File: config.mk
export PLATFORM = sky130hd
export DESIGN_NAME = logic_unit_pipe
export DESIGN_NICKNAME = d
export VERILOG_FILES = /design/src/rtl/logic_unit_pipe.sv
export SDC_FILE = /design/constraint.sdc
export NUM_CORES = 1
export LEC_CHECK = 0
export ABC_AREA = 1
export CAP_MARGIN = 20
export CORE_MARGIN = 2
export CORE_UTILIZATION = 42
export CTS_CLUSTER_DIAMETER = 50
export DETAILED_ROUTE_END_ITERATION = 8
export PLACE_DENSITY_LB_ADDON = 0.1
export REMOVE_ABC_BUFFERS = 1
export SYNTH_ARGS = -nofsm -noshare
export SYNTH_HDL_FRONTEND = slang
export SYNTH_SLANG_ARGS = --single-unit
File: constraint.sdc
create_clock -name CLK -period 1.7 [get_ports CLK]
set_input_delay 0.17 -clock CLK [delete_from_list [all_inputs] [get_ports CLK]]
set_output_delay 0.17 -clock CLK [all_outputs]
set_load 0.05 [all_outputs]
File: src/rtl/logic_unit_pipe.sv
// Pipelined bitwise logic unit with valid/ready handshakes on both sides.
// Stage 1 captures op(A,B). Later stages are delay registers.
// Result flags are registered together with the final stage.
// A single global advance signal stalls every stage whenever the output
// holds a result that downstream has not taken.
module logic_unit_pipe #(
  parameter int IN_WIDTH    = 16,
  parameter int PIPE_STAGES = 2,
  parameter int CNT_WIDTH   = 16
) (
  input  logic                 CLK,
  input  logic                 RST,
  input  logic [IN_WIDTH-1:0]  A,
  input  logic [IN_WIDTH-1:0]  B,
  input  logic [2:0]           ALU_FUN,
  input  logic                 IN_VALID,
  output logic                 IN_READY,
  output logic [IN_WIDTH-1:0]  Logic_OUT,
  output logic                 OUT_VALID,
  input  logic                 OUT_READY,
  output logic                 Zero_Flag,
  output logic                 Ones_Flag,
  output logic                 Par_Flag,
  output logic [CNT_WIDTH-1:0] Op_Cnt
);

  localparam int LAST = PIPE_STAGES - 1;

  // Bitwise operation selected by fun; every code is defined.
  function automatic logic [IN_WIDTH-1:0] f_logic_op(
    input logic [IN_WIDTH-1:0] a,
    input logic [IN_WIDTH-1:0] b,
    input logic [2:0]          fun
  );
    logic [IN_WIDTH-1:0] res;
    case (fun)
      3'd0:    res = a & b;
      3'd1:    res = a | b;
      3'd2:    res = ~(a & b);
      3'd3:    res = ~(a | b);
      3'd4:    res = a ^ b;
      3'd5:    res = ~(a ^ b);
      3'd6:    res = ~a;
      3'd7:    res = b;
      default: res = b;
    endcase
    return res;
  endfunction

  // Odd parity: 1 when the vector holds an odd number of ones.
  function automatic logic f_odd_parity(input logic [IN_WIDTH-1:0] v);
    return ^v;
  endfunction

  logic [IN_WIDTH-1:0]    r_data [PIPE_STAGES];
  logic [PIPE_STAGES-1:0] r_valid;
  logic                   r_zero;
  logic                   r_ones;
  logic                   r_par;
  logic [CNT_WIDTH-1:0]   r_cnt;

  logic                   w_adv;
  logic [IN_WIDTH-1:0]    w_op_res;
  logic [IN_WIDTH-1:0]    w_final_d;
  logic                   w_final_v;
  logic                   w_out_hs;

  assign w_adv    = ~r_valid[LAST] | OUT_READY;
  assign w_op_res = f_logic_op(A, B, ALU_FUN);
  assign w_out_hs = r_valid[LAST] & OUT_READY;

  // The final stage's predecessor is either the op itself or the previous stage.
  generate
    if (PIPE_STAGES == 1) begin : g_single
      assign w_final_d = w_op_res;
      assign w_final_v = IN_VALID;
    end else begin : g_multi
      assign w_final_d = r_data[LAST-1];
      assign w_final_v = r_valid[LAST-1];
    end
  endgenerate

  // Valid bits shift together on advance; a missing input injects a bubble.
  always_ff @(posedge CLK or negedge RST) begin
    if (!RST) begin
      r_valid <= '0;
    end else if (w_adv) begin
      r_valid[0] <= IN_VALID;
      for (int i = 1; i < PIPE_STAGES; i++) begin
        r_valid[i] <= r_valid[i-1];
      end
    end
  end

  // Data registers load only real results so an empty slot keeps its last value.
  always_ff @(posedge CLK or negedge RST) begin
    if (!RST) begin
      for (int i = 0; i < PIPE_STAGES; i++) begin
        r_data[i] <= '0;
      end
    end else if (w_adv) begin
      if (IN_VALID) begin
        r_data[0] <= w_op_res;
      end
      for (int i = 1; i < PIPE_STAGES; i++) begin
        if (r_valid[i-1]) begin
          r_data[i] <= r_data[i-1];
        end
      end
    end
  end

  // Flags are derived from the value entering the final stage and stored alongside it.
  always_ff @(posedge CLK or negedge RST) begin
    if (!RST) begin
      r_zero <= 1'b0;
      r_ones <= 1'b0;
      r_par  <= 1'b0;
    end else if (w_adv && w_final_v) begin
      r_zero <= (w_final_d == {IN_WIDTH{1'b0}});
      r_ones <= &w_final_d;
      r_par  <= f_odd_parity(w_final_d);
    end
  end

  // Completed-operation counter; wraps naturally at all ones.
  always_ff @(posedge CLK or negedge RST) begin
    if (!RST) begin
      r_cnt <= '0;
    end else if (w_out_hs) begin
      r_cnt <= r_cnt + {{(CNT_WIDTH-1){1'b0}}, 1'b1};
    end
  end

  assign IN_READY  = w_adv;
  assign Logic_OUT = r_data[LAST];
  assign OUT_VALID = r_valid[LAST];
  assign Zero_Flag = r_zero;
  assign Ones_Flag = r_ones;
  assign Par_Flag  = r_par;
  assign Op_Cnt    = r_cnt;

endmodule

==> impl_metrics.tcl <==
set metrics [dict create \
    timing.final.crit_share 0.948 \
    via_count 4330 \
    yosys_warnings 0 \
    netSwitchingFraction 0.464 \
    status "complete, no violations" \
    syn_area_um2 4550 \
    skew_ns 0.00786 \
    power_frac_comb 0.519 \
    grt_max_degree 54 \
    rsz0062_at_grt "false" \
    area_delta_synth_final_pct 21.6 \
    cp_max_fo 2 \
    ant_nets 0 \
    cp-start-kind "flip-flop" \
    maxSlewViolCount 0 \
    drt-met1-wl_um 5320 \
    instances_no_fill 872 \
    grt_pass1_vias 3972 \
    gp_congestion 0.828 \
    place_inst 863 \
    n_fill_cell 1036 \
    initialDrtViolationCount 229 \
    drcViolationCount 0 \
    switchingPower_mw 2.39 \
    crit_arrival_ns 1.44 \
    avgSynthCellArea_um2 6.89 \
    cts.sinks 53 \
    dr_wl_met3_um 465 \
    post_cts_buffers 0 \
    ir_drop_uv 774 \
    p_clk_frac 0.130 \
    clk_path_buf_depth 2 \
    vias_per_cell 4.97 \
    crit_path_max_incr_delay_ns 0.80 \
    hold_ws_ns 0.372 \
    pre_cts_ws_ns -0.166 \
    routedWlPerCell_um 12.4 \
    internal-power_mw 2.77 \
    setup_ws_ns 0.0881 \
    start_util 0.437 \
    die_height_um 108 \
    io_buffers 75 \
    max_slew.worst_pin.slew_ns 0.487 \
    grt_usage 0.191 \
    antenna_found_initial 0 \
    grt_pass1_wl_um 18400 \
    firstDrtPassIters 4 \
    setup_viol 0 \
    path_clk_slew_ns 0.08 \
    numCtsBuffers 5 \
    worst-setup-path-type "flip-flop to output port" \
    crit_family "buffers and inverters" \
    hp-class "input port to asynchronous set/reset pin" \
    wl_um 10800 \
    maxCapViolCount 0 \
    fp.dieW_um 108 \
    hold_violations 0 \
    layout_min_cycle_time_ns 1.61 \
    fin_tns_setup_ns 0 \
    rows 37 \
    final_nets 823 \
    synthDistinctLibCells 26 \
    cts_tree "built" \
    cp-end-kind "output port" \
    htreeDepth 2 \
    ioPinCount 76 \
    diodes 0 \
    route.met2.wl_um 4870 \
    synth_seq_area_share 0.292 \
    dp_hpwl_um 8170 \
    total_leakage_power_nw 3.05 \
    clk_latency_ns 0.30 \
    clock-root-buffer "clkbuf_8" \
    cp.required_ns 1.53 \
    top_layer "met4" \
    slew_headroom 0.674 \
    p_seq_frac 0.351 \
    syn_inst 660 \
    cp_cell_sequence "clkdlybuf4s50_1" \
    power_density_nw_per_um2 933 \
    layout-drive-gt1-share 0.120 \
    crit_slowest_cell "clkdlybuf4s50_1" \
    synth_seq_cells 53 \
    fmax_mhz 620 \
    gr-total-overflow 0 \
    die_area_um2 11700 \
    path_buf_inv 1 \
    coreArea_um2 10400 \
]
-- area by class of cell --
type	count	area, um2	share of cell area
Clock buffer	8	80.1	0.0145
Timing Repair Buffer	98	893	0.162
Inverter	97	364	0.0658
Multi-Input combinational cell	480	2700	0.488
Sequential cell	53	1330	0.240
Tap cell	136	170	0.0308
-- power by group through the flow --
| stage | Clock, mW | Combinational [mW] | Sequential (mW) |
|---|---|---|---|
| 5_1_grt | 0.759 | 2.97 | 1.86 |
| 3_3_place_gp | 0 | 2.63 | 1.83 |
| 4_1_cts | 0.700 | 2.69 | 1.81 |
| 2_1_floorplan | 0 | 1.05 | 2.57 |
| 6_report | 0.669 | 2.68 | 1.81 |
| 3_5_place_dp | 0 | 2.69 | 1.84 |
-- routing by layer --
metal / vias up / global-route usage
met4: 0 / 0.0403
met1: 1962 / 0.276
met2: 112 / 0.307
li1: 2244 / -
met5: - / 0
met3: 12 / 0.0223
-- through the flow --
stage / power (mW) / area, um2 / util
floorplan: 3.62 / 4380 / -
global placement: 4.46 / 5440 / 0.522
detailed placement: 4.53 / 5440 / 0.522
CTS: 5.21 / 5530 / 0.530
global route: 5.59 / 5530 / 0.531
finish: 5.16 / 5530 / 0.531
-- cells by family (layout without fill, tap and decap cells) --
| group | count (synthesis) | in the layout | share of synthesized area |
|---|---|---|---|
| simple gates | 367 | 367 | 0.378 |
| flops | 53 | 53 | 0.292 |
| compound gates | 55 | 55 | 0.0616 |
| fa+ha+maj | 49 | 49 | 0.135 |
| xor+xnor | 9 | 9 | 0.0173 |
| buf+inv | 127 | 203 | 0.117 |
-- synth_stat cells --
library cell / count / area (um2)
nand2_1: 194 / 728
inv_1: 79 / 297
dfrtp_1: 53 / 1330
nor2_1: 50 / 188
ha_1: 49 / 613
nand3b_1: 49 / 368
nand3_1: 41 / 205
o21ai_1: 29 / 145
nand4_1: 24 / 150
o21ai_0: 23 / 115
buf_2: 22 / 110
inv_2: 18 / 67.6
xnor2_1: 6 / 52.6
buf_4: 3 / 22.5
nor3_1: 3 / 15.0
xor2_1: 3 / 26.3
buf_6: 2 / 22.5
clkbuf_1: 2 / 7.51
nor2_4: 2 / 22.5
o31ai_1: 2 / 15.0
a21oi_1: 1 / 5.00
buf_1: 1 / 3.75
nand2_2: 1 / 6.26
nand3_2: 1 / 10.0
nor2_2: 1 / 6.26
nor2_8: 1 / 20.0
-- worst paths after layout --
| path | from | to | slack (ns) | cells past startpoint |
|---|---|---|---|---|
| worst min-delay path | RST | Logic_OUT[2]$_DFFE_PN0P_ | 0.37 | 3 |
| max in group asynchronous | RST | w_final_d[13]$_DFFE_PN0P_ | 1.07 | 3 |
| worst min register to register | r_valid[0]$_DFFE_PN0N_ | r_valid[1]$_DFFE_PN0N_ | 0.47 | 2 |
| min in group CLK | r_valid[0]$_DFFE_PN0N_ | r_valid[1]$_DFFE_PN0N_ | 0.47 | 2 |
| worst max register to register | Op_Cnt[0]$_DFFE_PN0P_ | Op_Cnt[12]$_DFFE_PN0P_ | 0.20 | 8 |
| worst max-delay path | Logic_OUT[6]$_DFFE_PN0P_ | Logic_OUT[6] | 0.09 | 1 |
-- flip-flops by register name (all words and copies together) (netlist names) --
name       cells
Logic_OUT     16
Ones_Flag      1
Op_Cnt        16
Par_Flag       1
Zero_Flag      1
r_valid        2
w_final_d     16
-- timing repair --
item / 4_1_cts / 5_1_grt
gates resized for setup: 0 / 1
hold buffers: 1 / 0
hold endpoints to repair: 53 / 0
setup endpoints to repair: 0 / 17
-- layout by cell type, fill, tap and decap left out, types with 3 or more instances in the layout --
cell and instances:
o21ai_0 23, xor2_1 3, dfrtp_1 53, inv_2 18, nand3_1 41, nor2_1 50, nand3b_1 49, nor2_4 3
buf_4 53, nand4_1 24, nor3_1 3, clkbuf_8 5, buf_12 5, nand2_1 194, inv_1 79, ha_1 49
clkbuf_1 3, xnor2_1 6, clkdlybuf4s50_1 38, o21ai_1 29
No activity file was read; power rests on OpenSTA's default activity.
